===== config.mk =====
export PLATFORM = sky130hd
export DESIGN_NAME = exec_memref_unit
export DESIGN_NICKNAME = d
export VERILOG_FILES = /design/src/rtl/pdp8_pkg.sv /design/src/rtl/exec_alu.sv /design/src/rtl/exec_memref_unit.sv
export SDC_FILE = /design/constraint.sdc
export NUM_CORES = 1
export LEC_CHECK = 0
export ABC_AREA = 1
export CAP_MARGIN = 20
export CORE_MARGIN = 2
export CORE_UTILIZATION = 25
export CTS_CLUSTER_DIAMETER = 200
export DETAILED_ROUTE_END_ITERATION = 10
export PLACE_DENSITY_LB_ADDON = 0.2
export SLEW_MARGIN = 20
export SYNTH_ARGS = -nofsm -noshare
export SYNTH_HDL_FRONTEND = slang
export SYNTH_SLANG_ARGS = --single-unit
export TNS_END_PERCENT = 1

===== constraint.sdc =====
create_clock -name clk -period 3.55 [get_ports clk]
set_input_delay 0.8875 -clock clk [delete_from_list [all_inputs] [get_ports clk]]
set_output_delay 0.8875 -clock clk [all_outputs]
set_load 0.1 [all_outputs]

===== src/rtl/pdp8_pkg.sv =====
// Shared PDP-8 types: decoder opcode structs, execute-stage state and ALU encodings.
`ifndef ADDR_WIDTH
`define ADDR_WIDTH 12
`endif
`ifndef DATA_WIDTH
`define DATA_WIDTH 12
`endif

package pdp8_pkg;

   localparam logic [`ADDR_WIDTH-1:0] START_ADDR = 12'o200;

   typedef struct packed {
      logic                   op_and;
      logic                   op_tad;
      logic                   op_isz;
      logic                   op_dca;
      logic                   op_jms;
      logic                   op_jmp;
      logic [`ADDR_WIDTH-1:0] mem_inst_addr;
   } pdp_mem_opcode_s;

   typedef struct packed {
      logic nop;
      logic cla;
      logic cll;
      logic cma;
      logic cml;
      logic iac;
      logic hlt;
   } pdp_op7_opcode_s;

   typedef enum logic [2:0] {
      IDLE = 3'd0,
      RD   = 3'd1,
      WR   = 3'd2,
      DONE = 3'd3,
      HALT = 3'd4
   } exec_state_e;

   typedef enum logic [1:0] {
      ALU_AND = 2'd0,
      ALU_TAD = 2'd1,
      ALU_INC = 2'd2,
      ALU_OP7 = 2'd3
   } alu_op_e;

   typedef struct packed {
      logic cla;
      logic cll;
      logic cma;
      logic cml;
      logic iac;
   } alu_op7_s;

endpackage


===== src/rtl/exec_alu.sv =====
// Combinational datapath of the execute stage: AND/TAD with a memory operand,
// the ISZ increment, and the op7 group-1 subset applied in CLA/CLL, CMA/CML, IAC order.
module exec_alu
   import pdp8_pkg::*;
#(
   parameter int unsigned DATA_WIDTH = `DATA_WIDTH
) (
   input  logic [DATA_WIDTH-1:0] ac,
   input  logic                  link,
   input  logic [DATA_WIDTH-1:0] operand,
   input  alu_op_e               op,
   input  alu_op7_s              op7,
   output logic [DATA_WIDTH-1:0] new_ac,
   output logic                  new_link,
   output logic                  zero
);

   localparam logic [DATA_WIDTH:0] ONE = {{DATA_WIDTH{1'b0}}, 1'b1};

   logic [DATA_WIDTH:0]   sum;
   logic [DATA_WIDTH-1:0] acc;
   logic                  lnk;

   always_comb begin
      sum = '0;
      acc = ac;
      lnk = link;
      case (op)
         ALU_AND: acc = ac & operand;
         ALU_TAD: begin
            sum = {1'b0, ac} + {1'b0, operand};
            acc = sum[DATA_WIDTH-1:0];
            lnk = link ^ sum[DATA_WIDTH];
         end
         ALU_INC: begin
            sum = {1'b0, operand} + ONE;
            acc = sum[DATA_WIDTH-1:0];
         end
         default: begin
            if (op7.cla) acc = '0;
            if (op7.cll) lnk = 1'b0;
            if (op7.cma) acc = ~acc;
            if (op7.cml) lnk = ~lnk;
            if (op7.iac) begin
               sum = {1'b0, acc} + ONE;
               acc = sum[DATA_WIDTH-1:0];
               lnk = lnk ^ sum[DATA_WIDTH];
            end
         end
      endcase
      new_ac   = acc;
      new_link = lnk;
      zero     = (acc == '0);
   end

endmodule


===== src/rtl/exec_memref_unit.sv =====
// PDP-8 execute stage: runs memory-reference and op7 instructions from instr_decode
// over a req/ack memory port, owning AC, Link and PC.
`ifndef ADDR_WIDTH
`define ADDR_WIDTH 12
`endif
`ifndef DATA_WIDTH
`define DATA_WIDTH 12
`endif

module exec_memref_unit
   import pdp8_pkg::*;
#(
   parameter int unsigned           ADDR_WIDTH = `ADDR_WIDTH,
   parameter int unsigned           DATA_WIDTH = `DATA_WIDTH,
   parameter logic [ADDR_WIDTH-1:0] START_ADDR = pdp8_pkg::START_ADDR
) (
   input  logic                  clk,
   input  logic                  reset,
   input  pdp_mem_opcode_s       pdp_mem_opcode,
   input  pdp_op7_opcode_s       pdp_op7_opcode,
   output logic                  stall,
   output logic [ADDR_WIDTH-1:0] PC_value,
   output logic                  mem_rd_req,
   output logic                  mem_wr_req,
   output logic [ADDR_WIDTH-1:0] mem_addr,
   output logic [DATA_WIDTH-1:0] mem_wr_data,
   input  logic [DATA_WIDTH-1:0] mem_rd_data,
   input  logic                  mem_ack,
   output logic [DATA_WIDTH-1:0] ac_out,
   output logic                  link_out,
   output logic                  halted
);

   exec_state_e           state;
   logic [ADDR_WIDTH-1:0] pc;
   logic [ADDR_WIDTH-1:0] pc_inc;
   logic [DATA_WIDTH-1:0] ac;
   logic [DATA_WIDTH-1:0] rd_q;
   logic                  link;
   logic                  skip;
   logic                  op7_sel;
   pdp_mem_opcode_s       mem_q;
   alu_op7_s              op7_q;

   logic                  mem_any;
   logic                  op7_any;
   logic                  accept;
   alu_op_e               alu_op;
   logic [DATA_WIDTH-1:0] alu_operand;
   logic [DATA_WIDTH-1:0] alu_ac;
   logic                  alu_link;
   logic                  alu_zero;

   assign mem_any = |{pdp_mem_opcode.op_and, pdp_mem_opcode.op_tad, pdp_mem_opcode.op_isz,
                      pdp_mem_opcode.op_dca, pdp_mem_opcode.op_jms, pdp_mem_opcode.op_jmp};
   assign op7_any = |{pdp_op7_opcode.nop, pdp_op7_opcode.cla, pdp_op7_opcode.cll,
                      pdp_op7_opcode.cma, pdp_op7_opcode.cml, pdp_op7_opcode.iac,
                      pdp_op7_opcode.hlt};
   assign accept  = (state == IDLE) && !stall && (mem_any || op7_any);
   assign pc_inc  = pc + ADDR_WIDTH'(1);

   assign PC_value = pc;
   assign ac_out   = ac;
   assign link_out = link;

   // In RD the ALU increments the live read data for ISZ; otherwise it works on the latched operand.
   always_comb begin
      alu_op      = ALU_OP7;
      alu_operand = rd_q;
      if (state == RD) begin
         alu_op      = ALU_INC;
         alu_operand = mem_rd_data;
      end else if (mem_q.op_and) begin
         alu_op = ALU_AND;
      end else if (mem_q.op_tad) begin
         alu_op = ALU_TAD;
      end
   end

   exec_alu #(.DATA_WIDTH(DATA_WIDTH)) u_alu (
      .ac       (ac),
      .link     (link),
      .operand  (alu_operand),
      .op       (alu_op),
      .op7      (op7_q),
      .new_ac   (alu_ac),
      .new_link (alu_link),
      .zero     (alu_zero)
   );

   always_ff @(posedge clk) begin
      if (reset) begin
         state       <= IDLE;
         stall       <= 1'b1;
         pc          <= START_ADDR;
         ac          <= '0;
         link        <= 1'b0;
         halted      <= 1'b0;
         mem_rd_req  <= 1'b0;
         mem_wr_req  <= 1'b0;
         mem_addr    <= '0;
         mem_wr_data <= '0;
         rd_q        <= '0;
         skip        <= 1'b0;
         op7_sel     <= 1'b0;
         mem_q       <= '0;
         op7_q       <= '0;
      end else begin
         case (state)
            IDLE: begin
               stall <= 1'b0;
               if (accept) begin
                  stall <= 1'b1;
                  if (mem_any) begin
                     mem_q    <= pdp_mem_opcode;
                     op7_sel  <= 1'b0;
                     op7_q    <= '0;
                     mem_addr <= pdp_mem_opcode.mem_inst_addr;
                     if (pdp_mem_opcode.op_and || pdp_mem_opcode.op_tad || pdp_mem_opcode.op_isz) begin
                        state      <= RD;
                        mem_rd_req <= 1'b1;
                     end else if (pdp_mem_opcode.op_dca) begin
                        state       <= WR;
                        mem_wr_req  <= 1'b1;
                        mem_wr_data <= ac;
                     end else if (pdp_mem_opcode.op_jms) begin
                        state       <= WR;
                        mem_wr_req  <= 1'b1;
                        mem_wr_data <= DATA_WIDTH'(pc_inc);
                     end else begin
                        state <= DONE;
                     end
                  end else begin
                     mem_q   <= '0;
                     op7_sel <= 1'b1;
                     op7_q   <= '{cla: pdp_op7_opcode.cla, cll: pdp_op7_opcode.cll,
                                  cma: pdp_op7_opcode.cma, cml: pdp_op7_opcode.cml,
                                  iac: pdp_op7_opcode.iac};
                     if (pdp_op7_opcode.hlt) begin
                        state  <= HALT;
                        halted <= 1'b1;
                        pc     <= pc_inc;
                     end else begin
                        state <= DONE;
                     end
                  end
               end
            end
            RD: begin
               if (mem_ack) begin
                  mem_rd_req <= 1'b0;
                  rd_q       <= mem_rd_data;
                  if (mem_q.op_isz) begin
                     state       <= WR;
                     mem_wr_req  <= 1'b1;
                     mem_wr_data <= alu_ac;
                     skip        <= alu_zero;
                  end else begin
                     state <= DONE;
                  end
               end
            end
            WR: begin
               if (mem_ack) begin
                  mem_wr_req <= 1'b0;
                  state      <= DONE;
               end
            end
            DONE: begin
               state <= IDLE;
               stall <= 1'b0;
               if (mem_q.op_jmp) begin
                  pc <= mem_q.mem_inst_addr;
               end else if (mem_q.op_jms) begin
                  pc <= mem_q.mem_inst_addr + ADDR_WIDTH'(1);
               end else if (mem_q.op_isz && skip) begin
                  pc <= pc + ADDR_WIDTH'(2);
               end else begin
                  pc <= pc_inc;
               end
               if (mem_q.op_and || mem_q.op_tad || op7_sel) begin
                  ac   <= alu_ac;
                  link <= alu_link;
               end else if (mem_q.op_dca) begin
                  ac <= '0;
               end
            end
            HALT: state <= HALT;
            default: state <= IDLE;
         endcase
      end
   end

endmodule


======== Yosys cells after proc, flatten, opt, wreduce, memory -nomap -nowiden ========
Cells that the tools add are included.
W data, S select, Z words.
cells by class
  equality and inequality tests ........... 16
  bitwise gates (word level) .............. 7
  div/mod/pow operators ................... 0
  magnitude comparators ................... 0
  shift operators ......................... 0
  reductions and logical operators ........ 32
  $mul .................................... 0
  add/sub/neg operators ................... 6
  muxes and demuxes ....................... 61
operators with widths
  operator                 number
  $mux W12                 21
  $pmux W12 S2             2
  $add A12 B1 Y12 const B  3
  $pmux W12 S3             1
  $mux W1                  21
  $mux W18                 1
  $ne A2 B2 Y1 const B     8
  $mux W3                  5
  $add A12 B1 Y13 const B  1
  $add A12 B12 Y13         1
  $add A12 B2 Y12 const B  1
  $and A12 B12 Y12         1
  $logic_not A12 Y1        1
  $not A12 Y12             1
  $pmux W3 S4              1
  $reduce_and A3 Y1        4
  $mux W2                  4
  $reduce_and A4 Y1        2
  $reduce_and A8 Y1        1
  $reduce_and A7 Y1        1
  $reduce_or A7 Y1         1
  $eq A3 B2 Y1 const B     2
  $pmux W1 S2              3
  $reduce_and A2 Y1        3
  21 further kinds         32
storage, ports and cells
  logic and storage cells ................. 147
  bits in latches ......................... 0
  memories ................................ 0
  memory bits (read-only) ................. 0
  input port bits ......................... 40
  output and inout port bits .............. 53
  bits in writable memories ............... 0
  register bits ........................... 93

======== Logic depth before layout (Yosys ltp) ========
Gate-level depths: netlist (run 1).
  depth after elaboration ................. 15
  gate-level depth with buffers ........... 23
  gate-level depth less buffers ........... 22

======== Modules after synthesis ========
Synthesis (run 1) repeated with hierarchy kept, for this count alone.
second synthesis, totals
  cell total of the unflattened synthesis .. 1,158
  area total of the unflattened synthesis .. 7,065.5 µm²
by module, submodules not included
  module            area each (µm²)  sequential area each (µm²)  times used  cells each
  exec_memref_unit  4,978.5          1,861.8                     1           739
  exec_alu          2,087.0          0.0                         1           419

======== Worst setup path before layout (run 1) ========
Ideal clock, no wire load.
  path kind ............................... input to register
  start ................................... input mem_rd_data[0]
  end ..................................... register skip
  required time ........................... 3.480 ns
  cell stages on the path ................. 19
  slack ................................... 0.603 ns
  library setup time ...................... 0.070 ns
  buffers on the path ..................... 0
  arrival ................................. 2.877 ns
  cells stage by stage .................... nand3b_1 nand2_1 inv_1 ha_1 inv_1 fa_1 inv_1 nand3_1 nand2_1 nand2_1 nand2_1 nand2_1 nand2_1 o21ai_0 inv_1 nand3_1 nor3_2 nand3_1 a21oi_1
between the ends
  longest elaborated chain between the ends .. 4
  elaborated cells on any way between the ends .. 6
  those cells by class .................... 2 x add/sub; 2 x mux; 1 x bitwise; 1 x reduce/logical
RTL lines
  what                                     line                     text
  from (decl)                              exec_memref_unit.sv:27   input logic [DATA_WIDTH-1:0] mem_rd_data,
  $mux W12 (*)                             exec_memref_unit.sv:70   if (state == RD) begin
  $add A12 B1 Y12 (tied with other cells)  exec_alu.sv:36           sum = {1'b0, operand} + ONE;
  $pmux W12 S3 (*)                         exec_alu.sv:28           case (op)
  $logic_not A12 Y1 (*)                    exec_alu.sv:53           zero = (acc == '0);
  to (signal assigned)                     exec_memref_unit.sv:157  skip <= alu_zero;
  to (decl)                                exec_memref_unit.sv:40   logic skip;
Mark *: on every way between the ends. The rest lies on a longest branch, timed or not.
A chain may end at the register's enable or synchronous reset.

======== Worst setup path after layout (run 1) ========
  start ................................... input mem_rd_data[2]
  end ..................................... register skip
Same word-level chain as after synthesis.

==> metrics.md, run 1 <==
| Metric | Value |
|---|---|
| Status | `complete, no violations` |
| Latest clock arrival within the worst-skew pair | `0.37 ns` |
| Slew HR | `0.463` |
| Setup crit end kind | `register` |
| Top post-synthesis cells by area | `dfxtp_1, nand2_1, a21oi_1` |
| Startpoint type of the worst setup path | `primary input` |
| Syn Std Cell Area | `roughly 6400 sq um` |
| H-tree Lvls | `3` |
| Core Area | `around 25000 sq um` |
| CTS resizes | `0` |
| Root Driver | `clkbuf_16` |
| Top-count cell post-synth | `nand2_1` |
| Vias in the first global route | `approximately 6700` |
| Antenna viol nets, final | `0` |
| Top_reg_cell synth | `dfxtp_1` |
| Port-buffer cells | `92` |
| Detailed-route via count | `between 6000 and 7000` |
| Final setup TNS | `0 ns` |
| Placer Congestion | `about 0.88` |
| Hold depth | `2` |
| Per-cell routed wire length | `16.0 microns` |
| Initial antenna violation count | `0` |
| Die area | `27000 sq um` |
| Vias per cell | `around 4.8` |
| Critical path class | `primary input to register` |
| Nets | `1191` |
| Setup Viol. Count Final | `0` |
| Reg2reg path depth | `20` |
| Final hold vios | `0` |
| Post-Syn Area per Cell | `around 6 sq um` |
| Synth warn | `0` |
| RR Endpoint | `skip` |
| Hold_ws | `roughly 0.46 ns` |
| Worst r2r src | `state[1]` |
| Hold EP | `halted` |
| Area share of the largest cell type after synthesis | `0.290` |
| Clock tree buffer depth | `2` |
| N_diodes | `0` |
| CTS tree | `yes` |
| Tot GR Track Use | `0.179` |
| Cts hold-fix bufs | `0` |
| Final Critical Period | `between 3 and 4 ns` |
| Proportion of layout cells with a drive suffix above 1 | `0.116` |
| Die X | `about 160 microns` |
| Initial drt markers | `424` |
| Largest net degree at the start of global routing | `63` |
| Clock skew | `~0.01 ns` |
| DRC Markers | `0` |
| Initial Utilization | `0.255` |
| Worst Path Max Fanout | `6` |
| Layout Utilization | `0.316` |
| Syn Nets | `1102` |
| Peak VDD IR | `around 0.00047 V` |
| #FFs+latches synth | `slightly above 90` |
| Asr flop ratio synth | `0` |
| Final count of pins violating max slew | `0` |
| Top-Level Pins | `93` |
| Clk sinks | `93` |
| CTS clk-pin slew, worst paths | `0.08 ns` |
| CP arrival | `3.45 ns` |
| RSZ-0062 raised after global routing | `no` |
| Setup Fix Bufs, Post-CTS | `0` |
| Area Growth Syn to Fin | `23.7%` |
| CTS buffer count | `9` |
| R2R setup slack | `between 0.4 and 0.5 ns` |
| Power per standard cell area | `between 700 and 800 nW/um^2` |
| Site Rows | `between 50 and 60` |
| Worst Hold Launch | `halted` |
| Dpl hpwl | `around 18000 microns` |
| Maxcap violations | `0` |
| Synth area leader | `dfxtp_1` |
| # fillers | `approximately 2800` |
| Hold WC Path Type | `register to register` |
| Number of synthesized flops with an enable pin | `0` |
| Slew @ Worst Pin | `between 0.8 and 0.9 ns` |
| Data required, critical path | `~3.8 ns` |
| Post-synthesis cell count | `about 1000` |
| Commonest cells in the netlist | `nand2_1, a21oi_1, inv_1, nor2_1, dfxtp_1` |
| First drt pass iteration count | `5` |
| Fmax | `between 300 and 400 MHz` |
| Leakage | `3.40 nW` |
| Die height | `approximately 160 microns` |
| Routed WL | `23500 microns` |
| First-pass GRT wire length | `between 30000 and 40000 microns` |
| GRT overflow | `0` |
| Synth cell types | `44` |
| Register area share after synthesis | `0.290` |
| Tcrit/Tclk final | `0.891` |
cells in the final DEF, fill, tap and decap left out, types with 15 or more instances in the layout:
cell type / netlist / layout
dfxtp_1: 93 / 93
nand2_1: 281 / 281
buf_4: 3 / 75
ha_1: 17 / 17
inv_1: 98 / 98
nor2_1: 98 / 98
clkdlybuf4s50_1: 0 / 38
inv_2: 15 / 15
o21ai_1: 16 / 16
xor2_1: 19 / 19
o21ai_0: 80 / 80
nand3_1: 83 / 83
a21oi_1: 111 / 111
logic make-up after synthesis:
logic type / Yosys count / share of synthesized area
buffers and inverters: 150 / 0.0919
multiplexers: 3 / 0.00467
AO/OA/AOI/OAI: 245 / 0.206
adder cells (fa/ha/maj): 18 / 0.0362
flip-flops: 93 / 0.290
AND/OR/NAND/NOR: 513 / 0.341
XOR/XNOR: 22 / 0.0300
layer usage:
metal	wire, microns	global-route usage
met1	11500	0.254
met2	10200	0.276
met3	1420	0.0313
met4	408	0.0510
met5	0	0
worst max-delay path by stage:
stage / start / end / slack (ns) / cells after the start
2_1_floorplan: mem_rd_data[0] / skip / 0.60 / 19
3_3_place_gp: mem_rd_data[9] / link_out / 0.07 / 16
3_5_place_dp: mem_rd_data[0] / skip / 0.02 / 20
4_1_cts: mem_rd_data[0] / skip / 0.39 / 20
5_1_grt: mem_rd_data[0] / skip / 0.10 / 21
6_report: mem_rd_data[2] / skip / 0.39 / 18
cell type report:
cell class | instances | area [sq um] | area share
repair buffers | 114 | 948 | 0.119
inverters | 114 | 428 | 0.0538
flip-flops and latches | 93 | 1860 | 0.234
multi-input cells | 801 | 3980 | 0.500
clock buffers | 9 | 225 | 0.0283
well taps | 330 | 413 | 0.0519
clock inverters | 7 | 97.6 | 0.0123
worst max-delay path, stage by stage:
cell,delay (ns)
clkdlybuf4s50_1,0.49
nand3_1,0.12
nand2_2,0.13
ha_1,0.31
nand2_1,0.09
nand2_1,0.07
inv_1,0.07
nand2_1,0.12
nand2_1,0.09
nand2_1,0.05
or2_2,0.26
nand3_1,0.07
nand2_1,0.07
nor2_1,0.18
nand2_1,0.07
nor2_1,0.12
nand3_1,0.09
a21oi_1,0.15
report_power, final:
part	leakage [nW]	switching (mW)	internal [mW]	total, mW
logic	2.49	2.35	0.824	3.17
registers	0.757	0.230	1.28	1.51
clock network	0.159	0.514	0.574	1.09
total	3.40	3.09	2.68	5.77
sequential cells by signal (all words and copies together) (netlist names), 3 cells and up:
| signal | count |
|---|---|
| mem_q | 18 |
| PC_value | 12 |
| ac_out | 12 |
| mem_addr | 12 |
| mem_wr_data | 12 |
| rd_q | 12 |
| op7_q | 5 |
| state | 3 |
through the flow:
stage,cell area [sq um],power [mW],cells,setup slack (ns)
after floorplan,6430,3.83,1044,0.603
after global placement,7630,4.72,1452,0.0699
after detailed placement,7630,4.72,1452,0.0163
after CTS,7950,5.83,1468,0.393
after global routing,7950,6.17,1468,0.102
final,7950,5.77,1468,0.389
Power figures use the tool's default switching activity.
==> inputs of run 2 (changes only) <==
--- a/config.mk
+++ b/config.mk
@@ -9,6 +9,7 @@
 export CAP_MARGIN = 20
 export CORE_MARGIN = 2
 export CORE_UTILIZATION = 25
+export CTS_BUF_LIST = sky130_fd_sc_hd__clkbuf_2 sky130_fd_sc_hd__clkbuf_4 sky130_fd_sc_hd__clkbuf_8
 export CTS_CLUSTER_DIAMETER = 200
 export DETAILED_ROUTE_END_ITERATION = 10
 export PLACE_DENSITY_LB_ADDON = 0.2
==> metrics.md, run 2 (same netlist as run 1, synthesis figures left out) <==
| Metric | Value |
|---|---|
| Status | `complete, no violations` |
| Per-cell routed wire length | `16.0 microns` |
| Clock Power Share | `0.153` |
| GRT overflow | `0` |
| Setup Viol. Count Final | `0` |
| CP arrival | `3.45 ns` |
| Power per standard cell area | `just over 700 nW/um^2` |
| Number of flip-flops under the largest register name | `18` |
| Placer Congestion | `around 0.88` |
| Routed WL | `~24000 microns` |
| Final count of pins violating max slew | `0` |
| First-pass GRT wire length | `approximately 37000 microns` |
| Final Critical Period | `a little over 3 ns` |
| Setup crit end kind | `register` |
| Startpoint type of the worst setup path | `register` |
| RSZ-0062 raised after global routing | `no` |
| Vias per cell | `roughly 4.8` |
| Worst Path Max Fanout | `15` |
| First drt pass iteration count | `5` |
| Tcrit/Tclk final | `0.875` |
| Die height | `roughly 160 microns` |
| Cts hold-fix bufs | `0` |
| Gate power share | `0.574` |
| DP Area | `7630 sq um` |
| Final Instance Count excl. Fillers | `around 1500` |
| Commonest non-fill, non-tap cell in the layout | `nand2_1` |
| Setup Fix Bufs, Post-CTS | `0` |
| Internal | `about 2.5 mW` |
| Leakage | `3.36 nW` |
| Peak VDD IR | `0.000464 V` |
| Slew HR | `0.462` |
| Site Rows | `58` |
| Hold_ws | `about 0.46 ns` |
| Die X | `roughly 160 microns` |
| Dpl hpwl | `18300 microns` |
| Slew @ Worst Pin | `0.808 ns` |
| Final hold vios | `0` |
| Area Growth Syn to Fin | `22.1%` |
| Tot GR Track Use | `0.180` |
| Proportion of layout cells with a drive suffix above 1 | `0.116` |
| CTS buffer count | `9` |
| Initial antenna violation count | `0` |
| Root Driver | `clkbuf_8` |
| Seq pwr share | `0.273` |
| DRC Markers | `0` |
| Latest clock arrival within the worst-skew pair | `between 0.4 and 0.5 ns` |
| Top-Level Pins | `93` |
| Detailed-route via count | `roughly 7000` |
| Most frequent cells in the layout | `nand2_1, a21oi_1, inv_1, nor2_1, dfxtp_1` |
| H-tree Lvls | `3` |
| Clk sinks | `93` |
| Switching Share | `0.556` |
| Maxcap violations | `0` |
| Initial Utilization | `0.255` |
| Placed cells | `~1500` |
| Core Area | `about 25000 sq um` |
| Biggest register | `mem_q` |
| CTS resizes | `0` |
| Data required, critical path | `3.89 ns` |
| Clock skew | `between 0.01 and 0.015 ns` |
| Antenna viol nets, final | `0` |
| Hold WC Path Type | `register to register` |
| Nets | `1191` |
| Clock tree buffer depth | `2` |
| Fmax | `between 300 and 400 MHz` |
| Vias in the first global route | `around 6700` |
| CTS clk-pin slew, worst paths | `approximately 0.12 ns` |
| Initial drt markers | `416` |
| Final Cell Area | `roughly 7800 sq um` |
| Final setup TNS | `0 ns` |
| Largest net degree at the start of global routing | `63` |
| Port-buffer cells | `about 90` |
| # fillers | `2784` |
| Sw Pwr | `a little over 3 mW` |
| Layout Utilization | `0.312` |
| N_diodes | `0` |
| CTS tree | `yes` |
| Critical path class | `register to register` |
| Die area | `27000 sq um` |
## run 2: cell count changes in the layout (fill, tap and decap cells not counted)
cell,before,now
clkbuf_16,9,0
clkbuf_8,0,9
## run 2: layout make-up
class                      instances  area (sq um)  share of cell area
multi-input combinational        801          3980               0.507
sequential                        93          1860               0.237
timing repair buffer             114           948               0.121
inverter                         114           428              0.0545
tap                              330           413              0.0526
clock buffer                       9           124              0.0158
clock inverter                     7          97.6              0.0124
## run 2: power by group through the flow
stage          Clock (mW)  Combinational [mW]  Sequential [mW]
2_1_floorplan           0                1.47             2.36
3_3_place_gp            0                3.19             1.53
3_5_place_dp            0                3.18             1.53
4_1_cts             0.874                3.19             1.51
5_1_grt             0.913                3.47             1.55
6_report            0.847                3.17             1.51
## run 2: worst paths after layout
check | end | from | cells past startpoint | slack, ns
setup / recovery | skip | state[1] | 20 | 0.44
setup reg to reg | skip | state[1] | 20 | 0.44
hold reg to reg | halted | halted | 2 | 0.46
hold / removal | halted | halted | 2 | 0.46
## run 2: critical path, cell delays in order, from the launching register on
cell and delay (ns):
dfxtp_1 0.34, inv_2 0.16, nand3_2 0.22, buf_4 0.26, nand2_2 0.08, nand2_2 0.09
ha_1 0.38, nand2_1 0.09, nand2_1 0.07, inv_1 0.07, nand2_1 0.12, nand2_1 0.09
nand2_1 0.06, or2_2 0.27, nand3_1 0.08, nand2_1 0.07, nor2_1 0.17, nand2_1 0.07
nor2_1 0.12, nand3_1 0.09, a21oi_1 0.15
## run 2: metal layers
metal	up-vias	share of wire	routed length, microns	GRT usage
met5	-	0	0	0
met4	0	0.020	474	0.0594
met3	29	0.055	1300	0.0290
met2	166	0.43	10200	0.276
met1	3163	0.49	11600	0.254
li1	3643	-	-	-
## run 2: through the flow
step           setup slack [ns]  power [mW]
6_report                  0.444        5.52
3_5_place_dp             0.0163        4.72
3_3_place_gp             0.0699        4.72
2_1_floorplan             0.603        3.83
4_1_cts                   0.448        5.58
5_1_grt                   0.163        5.92
==> inputs of run 3 (changes only) <==
--- a/config.mk
+++ b/config.mk
@@ -11,6 +11,7 @@
 export CORE_UTILIZATION = 25
 export CTS_BUF_LIST = sky130_fd_sc_hd__clkbuf_2 sky130_fd_sc_hd__clkbuf_4 sky130_fd_sc_hd__clkbuf_8
 export CTS_CLUSTER_DIAMETER = 200
+export CTS_CLUSTER_SIZE = 12
 export DETAILED_ROUTE_END_ITERATION = 10
 export PLACE_DENSITY_LB_ADDON = 0.2
 export SLEW_MARGIN = 20
==> results of run 3 <==
Final layout, timing and power as in run 2 (identical DEF).
